--- src/rtl/i2s_pkg.sv ---
// Shared I2S types and constants for the audio capture and playback blocks.
// Used by i2s_rx today; i2s_tx is expected to import it as well.
package i2s_pkg;

    localparam int I2S_WORD_W = 16;

    typedef enum logic {
        CH_L,
        CH_R
    } chan_t;

    typedef enum logic [1:0] {
        HUNT,
        SKIP,
        SHIFT,
        DONE
    } rx_state_t;

endpackage

--- src/rtl/i2s_sync_edge.sv ---
// Multi-flop synchroniser for one asynchronous input, followed by a single
// history flop that yields rise/fall pulses aligned to the synchronised level.
module i2s_sync_edge #(
    parameter int STAGES = 2
) (
    input  logic mclk,
    input  logic reset_n,
    input  logic async_in,
    output logic level,
    output logic rise,
    output logic fall
);

    logic [STAGES-1:0] sync_q;
    logic              prev_q;

    // NOTE: every flop here is cleared on reset so no phantom edge is seen after release.
    always_ff @(posedge mclk or negedge reset_n) begin
        if (!reset_n) begin
            sync_q <= '0;
            prev_q <= 1'b0;
        end else begin
            sync_q <= {sync_q[STAGES-2:0], async_in};
            prev_q <= sync_q[STAGES-1];
        end
    end

    assign level = sync_q[STAGES-1];
    assign rise  = sync_q[STAGES-1] & ~prev_q;
    assign fall  = ~sync_q[STAGES-1] & prev_q;

endmodule

--- src/rtl/i2s_rx.sv ---
// I2S receiver: oversamples bclk/wclk/din with mclk, deserialises one left
// and one right word per frame and flags slots that end too early.
module i2s_rx
    import i2s_pkg::*;
#(
    parameter int SAMPLE_DEPTH = 16,
    parameter int SYNC_STAGES  = 2
) (
    input  logic                  mclk,
    input  logic                  reset_n,
    input  logic                  bclk,
    input  logic                  wclk,
    input  logic                  din,
    output logic [I2S_WORD_W-1:0] rx_data_l,
    output logic [I2S_WORD_W-1:0] rx_data_r,
    output logic                  rx_data_valid,
    output logic                  frame_err
);

    localparam logic [4:0] DEPTH_CNT = 5'(SAMPLE_DEPTH);

    logic bclk_fall, wclk_rise, wclk_fall, din_s, wclk_edge;
    logic bclk_lvl_unused, bclk_rise_unused, wclk_lvl_unused;
    logic din_rise_unused, din_fall_unused;

    i2s_sync_edge #(.STAGES(SYNC_STAGES)) u_sync_bclk (
        .mclk(mclk), .reset_n(reset_n), .async_in(bclk),
        .level(bclk_lvl_unused), .rise(bclk_rise_unused), .fall(bclk_fall)
    );
    i2s_sync_edge #(.STAGES(SYNC_STAGES)) u_sync_wclk (
        .mclk(mclk), .reset_n(reset_n), .async_in(wclk),
        .level(wclk_lvl_unused), .rise(wclk_rise), .fall(wclk_fall)
    );
    i2s_sync_edge #(.STAGES(SYNC_STAGES)) u_sync_din (
        .mclk(mclk), .reset_n(reset_n), .async_in(din),
        .level(din_s), .rise(din_rise_unused), .fall(din_fall_unused)
    );

    assign wclk_edge = wclk_rise | wclk_fall;

    rx_state_t               state_q, state_d;
    chan_t                   chan_q, chan_d, edge_chan;
    logic [4:0]              bit_cnt_q, bit_cnt_d;
    logic [SAMPLE_DEPTH-1:0] sreg_q, sreg_d, hold_l_q, hold_l_d;
    logic                    left_pend_q, left_pend_d;
    logic [I2S_WORD_W-1:0]   data_l_d, data_r_d;
    logic                    valid_d, err_d;

    function automatic logic [I2S_WORD_W-1:0] msb_align(input logic [SAMPLE_DEPTH-1:0] w);
        logic [I2S_WORD_W-1:0] r;
        r = '0;
        r[I2S_WORD_W-1 -: SAMPLE_DEPTH] = w;
        return r;
    endfunction

    // A wclk edge resynchronises the channel by its direction, never by toggling.
    assign edge_chan = wclk_rise ? CH_L : CH_R;

    // NOTE: every signal gets a default first so this block cannot infer latches.
    always_comb begin
        state_d     = state_q;
        chan_d      = chan_q;
        bit_cnt_d   = bit_cnt_q;
        sreg_d      = sreg_q;
        hold_l_d    = hold_l_q;
        left_pend_d = left_pend_q;
        data_l_d    = rx_data_l;
        data_r_d    = rx_data_r;
        valid_d     = 1'b0;
        err_d       = 1'b0;

        case (state_q)
            HUNT: begin
                if (wclk_rise) begin
                    state_d     = SKIP;
                    chan_d      = CH_L;
                    left_pend_d = 1'b0;
                end
            end
            SKIP, SHIFT: begin
                if (wclk_edge) begin
                    // Slot ended before a full word arrived: abandon this frame.
                    err_d       = 1'b1;
                    left_pend_d = 1'b0;
                    chan_d      = edge_chan;
                    bit_cnt_d   = '0;
                    state_d     = bclk_fall ? SHIFT : SKIP;
                end else if (bclk_fall) begin
                    if (state_q == SKIP) begin
                        state_d   = SHIFT;
                        bit_cnt_d = '0;
                    end else begin
                        sreg_d    = {sreg_q[SAMPLE_DEPTH-2:0], din_s};
                        bit_cnt_d = bit_cnt_q + 5'd1;
                        if (bit_cnt_q + 5'd1 == DEPTH_CNT) state_d = DONE;
                    end
                end
            end
            DONE: begin
                if (wclk_edge) begin
                    if (chan_q == CH_L) begin
                        hold_l_d    = sreg_q;
                        left_pend_d = 1'b1;
                    end else if (left_pend_q) begin
                        data_l_d    = msb_align(hold_l_q);
                        data_r_d    = msb_align(sreg_q);
                        valid_d     = 1'b1;
                        left_pend_d = 1'b0;
                    end
                    chan_d    = edge_chan;
                    bit_cnt_d = '0;
                    state_d   = bclk_fall ? SHIFT : SKIP;
                end
            end
            default: state_d = HUNT;
        endcase
    end

    // NOTE: sequential state uses non-blocking assignments only.
    always_ff @(posedge mclk or negedge reset_n) begin
        if (!reset_n) begin
            state_q       <= HUNT;
            chan_q        <= CH_L;
            bit_cnt_q     <= '0;
            sreg_q        <= '0;
            hold_l_q      <= '0;
            left_pend_q   <= 1'b0;
            rx_data_l     <= '0;
            rx_data_r     <= '0;
            rx_data_valid <= 1'b0;
            frame_err     <= 1'b0;
        end else begin
            state_q       <= state_d;
            chan_q        <= chan_d;
            bit_cnt_q     <= bit_cnt_d;
            sreg_q        <= sreg_d;
            hold_l_q      <= hold_l_d;
            left_pend_q   <= left_pend_d;
            rx_data_l     <= data_l_d;
            rx_data_r     <= data_r_d;
            rx_data_valid <= valid_d;
            frame_err     <= err_d;
        end
    end

endmodule

--- config.mk ---
export PLATFORM = sky130hd
export DESIGN_NAME = i2s_rx
export DESIGN_NICKNAME = d
export VERILOG_FILES = /design/src/rtl/i2s_pkg.sv /design/src/rtl/i2s_sync_edge.sv /design/src/rtl/i2s_rx.sv
export SDC_FILE = /design/constraint.sdc
export NUM_CORES = 1
export LEC_CHECK = 0
export CORE_UTILIZATION = 55
export DETAILED_ROUTE_END_ITERATION = 12
export HOLD_SLACK_MARGIN = 0.1
export PLACE_DENSITY = 0.78
export SLEW_MARGIN = 25
export SYNTH_ARGS = -nofsm -noshare
export SYNTH_HDL_FRONTEND = slang
export SYNTH_HIERARCHICAL = 1
export SYNTH_SLANG_ARGS = --single-unit
--- constraint.sdc ---
create_clock -name mclk -period 5.3 [get_ports mclk]
set_input_delay 1.06 -clock mclk [delete_from_list [all_inputs] [get_ports mclk]]
set_output_delay 1.06 -clock mclk [all_outputs]
set_load 0.02 [all_outputs]
# After elaboration in Yosys (flattened, before gate mapping)

Index checks and enable logic that the tools add are counted.

Add/sub/neg operators: 1
Equal/unequal tests: 10
Multiplexer cells: 27
Bitwise gates (word level): 10
Reduce and logical (&&, ||, !) cells: 11

Operators by type and width:

| operator                                             | count |
|---|---|
| 2-to-1 mux 5 bit                                     | 4 |
| 2-to-1 mux 2 bit                                     | 7 |
| 2-to-1 mux 1 bit                                     | 12 |
| AND reduction 4 bit                                  | 3 |
| case mux 5 bit (2 select lines)                      | 1 |
| AND reduction 3 bit                                  | 3 |
| != test 2 bit (second input constant)                | 3 |
| inverter 1 bit                                       | 6 |
| case mux 2 bit (3 select lines)                      | 1 |
| adder 5 x 1 -> 5 bit (second input constant)         | 1 |
| equality test 5 bit (second input constant)          | 1 |
| equality test 2 bit (second input constant)          | 2 |
| != test 4 bit (second input constant)                | 1 |
| bitwise AND 1 bit                                    | 3 |
| != test 3 bit (second input constant)                | 1 |
| case mux 1 bit (3 select lines)                      | 1 |
| OR reduction 3 bit                                   | 1 |
| equality test 2 x 1 -> 1 bit (second input constant) | 1 |
| zero test 2 bit                                      | 1 |
| != test 2 x 1 -> 1 bit (second input constant)       | 1 |
| case mux 1 bit (2 select lines)                      | 1 |
| AND reduction 2 bit                                  | 1 |
| nonzero test 2 bit                                   | 1 |
| OR reduction 2 bit                                   | 1 |
| OR 1 bit                                             | 1 |

Bits in registers: 83
Output and inout port bits: 34
Word-level logic and storage cells: 74

# Logic depth before layout (Yosys ltp)

Word-level depth: 7
Gate-level depth with buffers: 7
Gate-level depth less buffers: 6

# By module

The synthesis kept the hierarchy.

Modules (own cells, without submodules):

| module        | times used | cells an instance | area an instance (µm²) | seq. area each (µm²) |
|---|---|---|---|---|
| i2s_rx        | 1          | 212               | 3,111.7                | 1,876.8 |
| i2s_sync_edge | 3          | 5                 | 90.1                   | 75.1 |

# Least setup slack after synthesis

OpenSTA, ideal clock, no wires.

Kind: register to register
Start point: register state_q[0]
End point: register sreg_q[10]
Arrival time: 1.842 ns
Data required time: 5.175 ns
Slack: 3.333 ns
Cell stages (with the launch flop): 8
Period minus slack after synthesis: 1.967 ns
Cells stage by stage: dfrtp_1 > inv_1 > ha_1 > or3b_1 > nor2_2 > nand2_4 > buf_8 > mux2_4

Word-level cells in the longest chain between the ends: 3

Ends and longest elaborated chain:

| item                                                                | RTL line                   | source |
|---|---|---|
| from (decl)                                                         | i2s_rx.sv:41               | `rx_state_t state_q, state_d;` |
| from (signal assigned)                                              | i2s_rx.sv:133              | `state_q <= state_d;` |
| equality test 2 x 1 -> 1 bit or equality test 2 bit (tied branches) | i2s_rx.sv:72, i2s_rx.sv:89 |  |
| OR reduction 2 bit or inverter 1 bit (tied branches)                | --                         |  |
| AND reduction 4 bit (no source line) (*)                            | --                         |  |
| to (signal assigned)                                                | i2s_rx.sv:136              | `sreg_q <= sreg_d;` |
| to (decl)                                                           | i2s_rx.sv:44               | `logic [SAMPLE_DEPTH-1:0] sreg_q, sreg_d, hold_l_q, hold_l_d;` |

Every way passes the cells marked *; elsewhere a longest branch is shown, timed or not.
A chain may end at the register's enable or synchronous reset.

# Final worst setup path

Start point: register rx_data_l[2]
End point: output rx_data_l[2]

RTL lines:

| item                   | RTL line      | source |
|---|---|---|
| from (decl)            | i2s_rx.sv:14  | `output logic [I2S_WORD_W-1:0] rx_data_l,` |
| from (signal assigned) | i2s_rx.sv:139 | `rx_data_l <= data_l_d;` |

No word-level cell between the ends.

==> results.cfg <==
[drt]
vias = 1849
drc = 0
wl_per_cell_um = 15.5
first_pass_iters = 4
drtIter0Drc = 144
wl_um = 5290
ant_nets = 0
viasPerCell = 5.41

[cts]
h-tree-depth = 3
cts_tree = built
root_buffer = clkbuf_8
postCtsSetupBuffers = 0
clk_latency_ns = 0.35
clock_sinks = 83
cts_buffers = 9
path_clk_slew_ns = 0.08
postCtsHoldBufs = 0
clockBufferDepth = 2
cts_resized = 0

[placed_design]
portBuffers = 38
gp_congestion = 0.782
dp_hpwl_um = 3270
placed_cells = 326

[critical_path]
crit_fanout = 2
critPathSlowestCell = clkdlybuf4s50_1
cp_cell_sequence = clkdlybuf4s50_1
critPathMaxStageDelay_ns = 0.62
path_buf_inv = 1
critPathLaunchType = flop
cp.arrival_ns = 1.34
endpoint_kind = output pin
critPathTopFamily = buffers and inverters
cp.required_ns = 4.24
crit_type = reg -> out

[global_route]
use_met3_pct = 3.09
use_met2_pct = 29.1
first_global_vias = 1818
grt_use_met1_pct = 26.5
busiest_layer = met2
overflow = 0
grt.total_usage_pct = 19.1
grt_pass1_wl_um = 8990
grt_max_degree = 84
antenna_found_initial = 0

[final_layout]
num-fill-cells = 394
fin_util_pct = 70.3
area.growth.synth_to_final_pct = 19.7
antenna_cells = 0
nets = 275
finalNonFillerCells = 342
drive_gt1_share_pct = 32.2

[die]
die_w_um = 79.9
fp.dieH_um = 79.9
initial_core_util_pct = 58.8
coreArea_sq_um = 5680
ios = 39
die-area_sq_um = 6380
fp-row-count = 27

[timing]
slew-limit-headroom_pct = 48.4
tightestPinTransition_ns = 0.774
rsz0062_at_grt = false
fin_tns_setup_ns = 0
timing.fmax_ghz = 0.416
fin_crit_ns = 2.40
setup_violations = 0
drv_slew = 0
final_hold_viol_count = 0
final.setup_skew_ns = 0.00809
period_share_pct = 45.3

[job]
maxCapViolCount = 0

[power_and_ir_drop]
vdd_drop_max_uv = 279
power.density_nw_per_um2 = 388
power_leakage_uw = 0.00197

[status]
status = completed

[logic_synthesis]
ys_warn_count = 6
syn_nets = 233
syn_area_sq_um = 3340
avgSynthCellArea_sq_um = 15.0
netlist_instances = 223

[hold_path]
min_path_type = reg -> reg
-- power breakdown --
group | leakage (uW) | internal, uW | switching (uW)
Clock | 0.000113 | 291 | 214
Combinational | 0.000727 | 140 | 168
Sequential | 0.00113 | 690 | 44.9
Total | 0.00197 | 1120 | 427
-- placed cells by master, fill, tap and decap left out --
cell type and count:
a211oi_1 2, a21oi_1 3, a221oi_1 1, a31oi_1 3
and2_1 3, and2b_2 2, buf_4 1, buf_6 1
bufinv_16 2, clkbuf_1 1, clkbuf_8 11, clkdlybuf4s50_1 37
clkinv_2 1, clkinvlp_4 1, dfrtp_1 83, ha_1 5
inv_1 6, mux2_2 56, mux2_4 10, nand2_1 3
nand2_4 1, nand3_1 2, nand4_1 2, nor2_1 5
nor2_2 1, nor2b_1 4, nor3_1 1, o211ai_1 1
o21a_1 1, o21ai_0 8, o21bai_1 1, o22a_1 1
o31ai_1 3, o41ai_1 1, or2_0 1, or2b_1 1
or3_1 1, or3b_1 1, or4_1 1, or4b_1 1
-- cell type report --
| type | count | area, sq um | area share, % |
|---|---|---|---|
| Sequential cell | 83 | 2080 | 52.0 |
| Multi-Input combinational cell | 126 | 1190 | 29.7 |
| Timing Repair Buffer | 39 | 389 | 9.75 |
| Clock buffer | 12 | 155 | 3.89 |
| Tap cell | 72 | 90.1 | 2.26 |
| Clock inverter | 4 | 72.6 | 1.82 |
| Inverter | 6 | 22.5 | 0.564 |
-- path summary, 6_finish.rpt --
check                           depth (start not counted)                       startpoint  slack [ns]                         endpoint
min in group asynchronous                               1                          reset_n        0.73         bit_cnt_q[0]$_DFFE_PN0P_
worst max-delay path                                    1         rx_data_l[2]$_DFFE_PN0P_        2.90                     rx_data_l[2]
worst max register to register                          4     u_sync_wclk/prev_q$_DFF_PN0_        3.02          hold_l_q[3]$_DFFE_PN0P_
max in group asynchronous                               1                          reset_n        4.05           state_q[1]$_DFFE_PN0P_
worst min-delay path                                    0  u_sync_wclk/sync_q[0]$_DFF_PN0_        0.35  u_sync_wclk/sync_q[1]$_DFF_PN0_
worst min register to register                          0  u_sync_wclk/sync_q[0]$_DFF_PN0_        0.35  u_sync_wclk/sync_q[1]$_DFF_PN0_
-- flip-flops by register name (all words and copies together) (netlist names), 5 cells and up --
name       count
hold_l_q      16
rx_data_l     16
rx_data_r     16
sreg_q        16
bit_cnt_q      5
-- through the flow --
step	setup slack [ns]	instance area (sq um)	hold slack [ns]	total power, uW
after floorplan	3.33	3340	0.331	967
after global placement	3.16	3760	0.333	1040
after detailed placement	3.01	3760	0.338	1050
after CTS	2.88	3990	0.356	1560
after global routing	2.83	3990	0.372	1630
final	2.90	3990	0.351	1550
-- metal layers --
metal  wire [um]  part of all wire [%]  vias up
met4         129                   2.4        0
met2        2440                    46       40
met1        2570                    49      921
li1            -                     -      878
met3         148                   2.8       10
met5           0                     0        -
No activity file was read; power rests on OpenSTA's default activity.
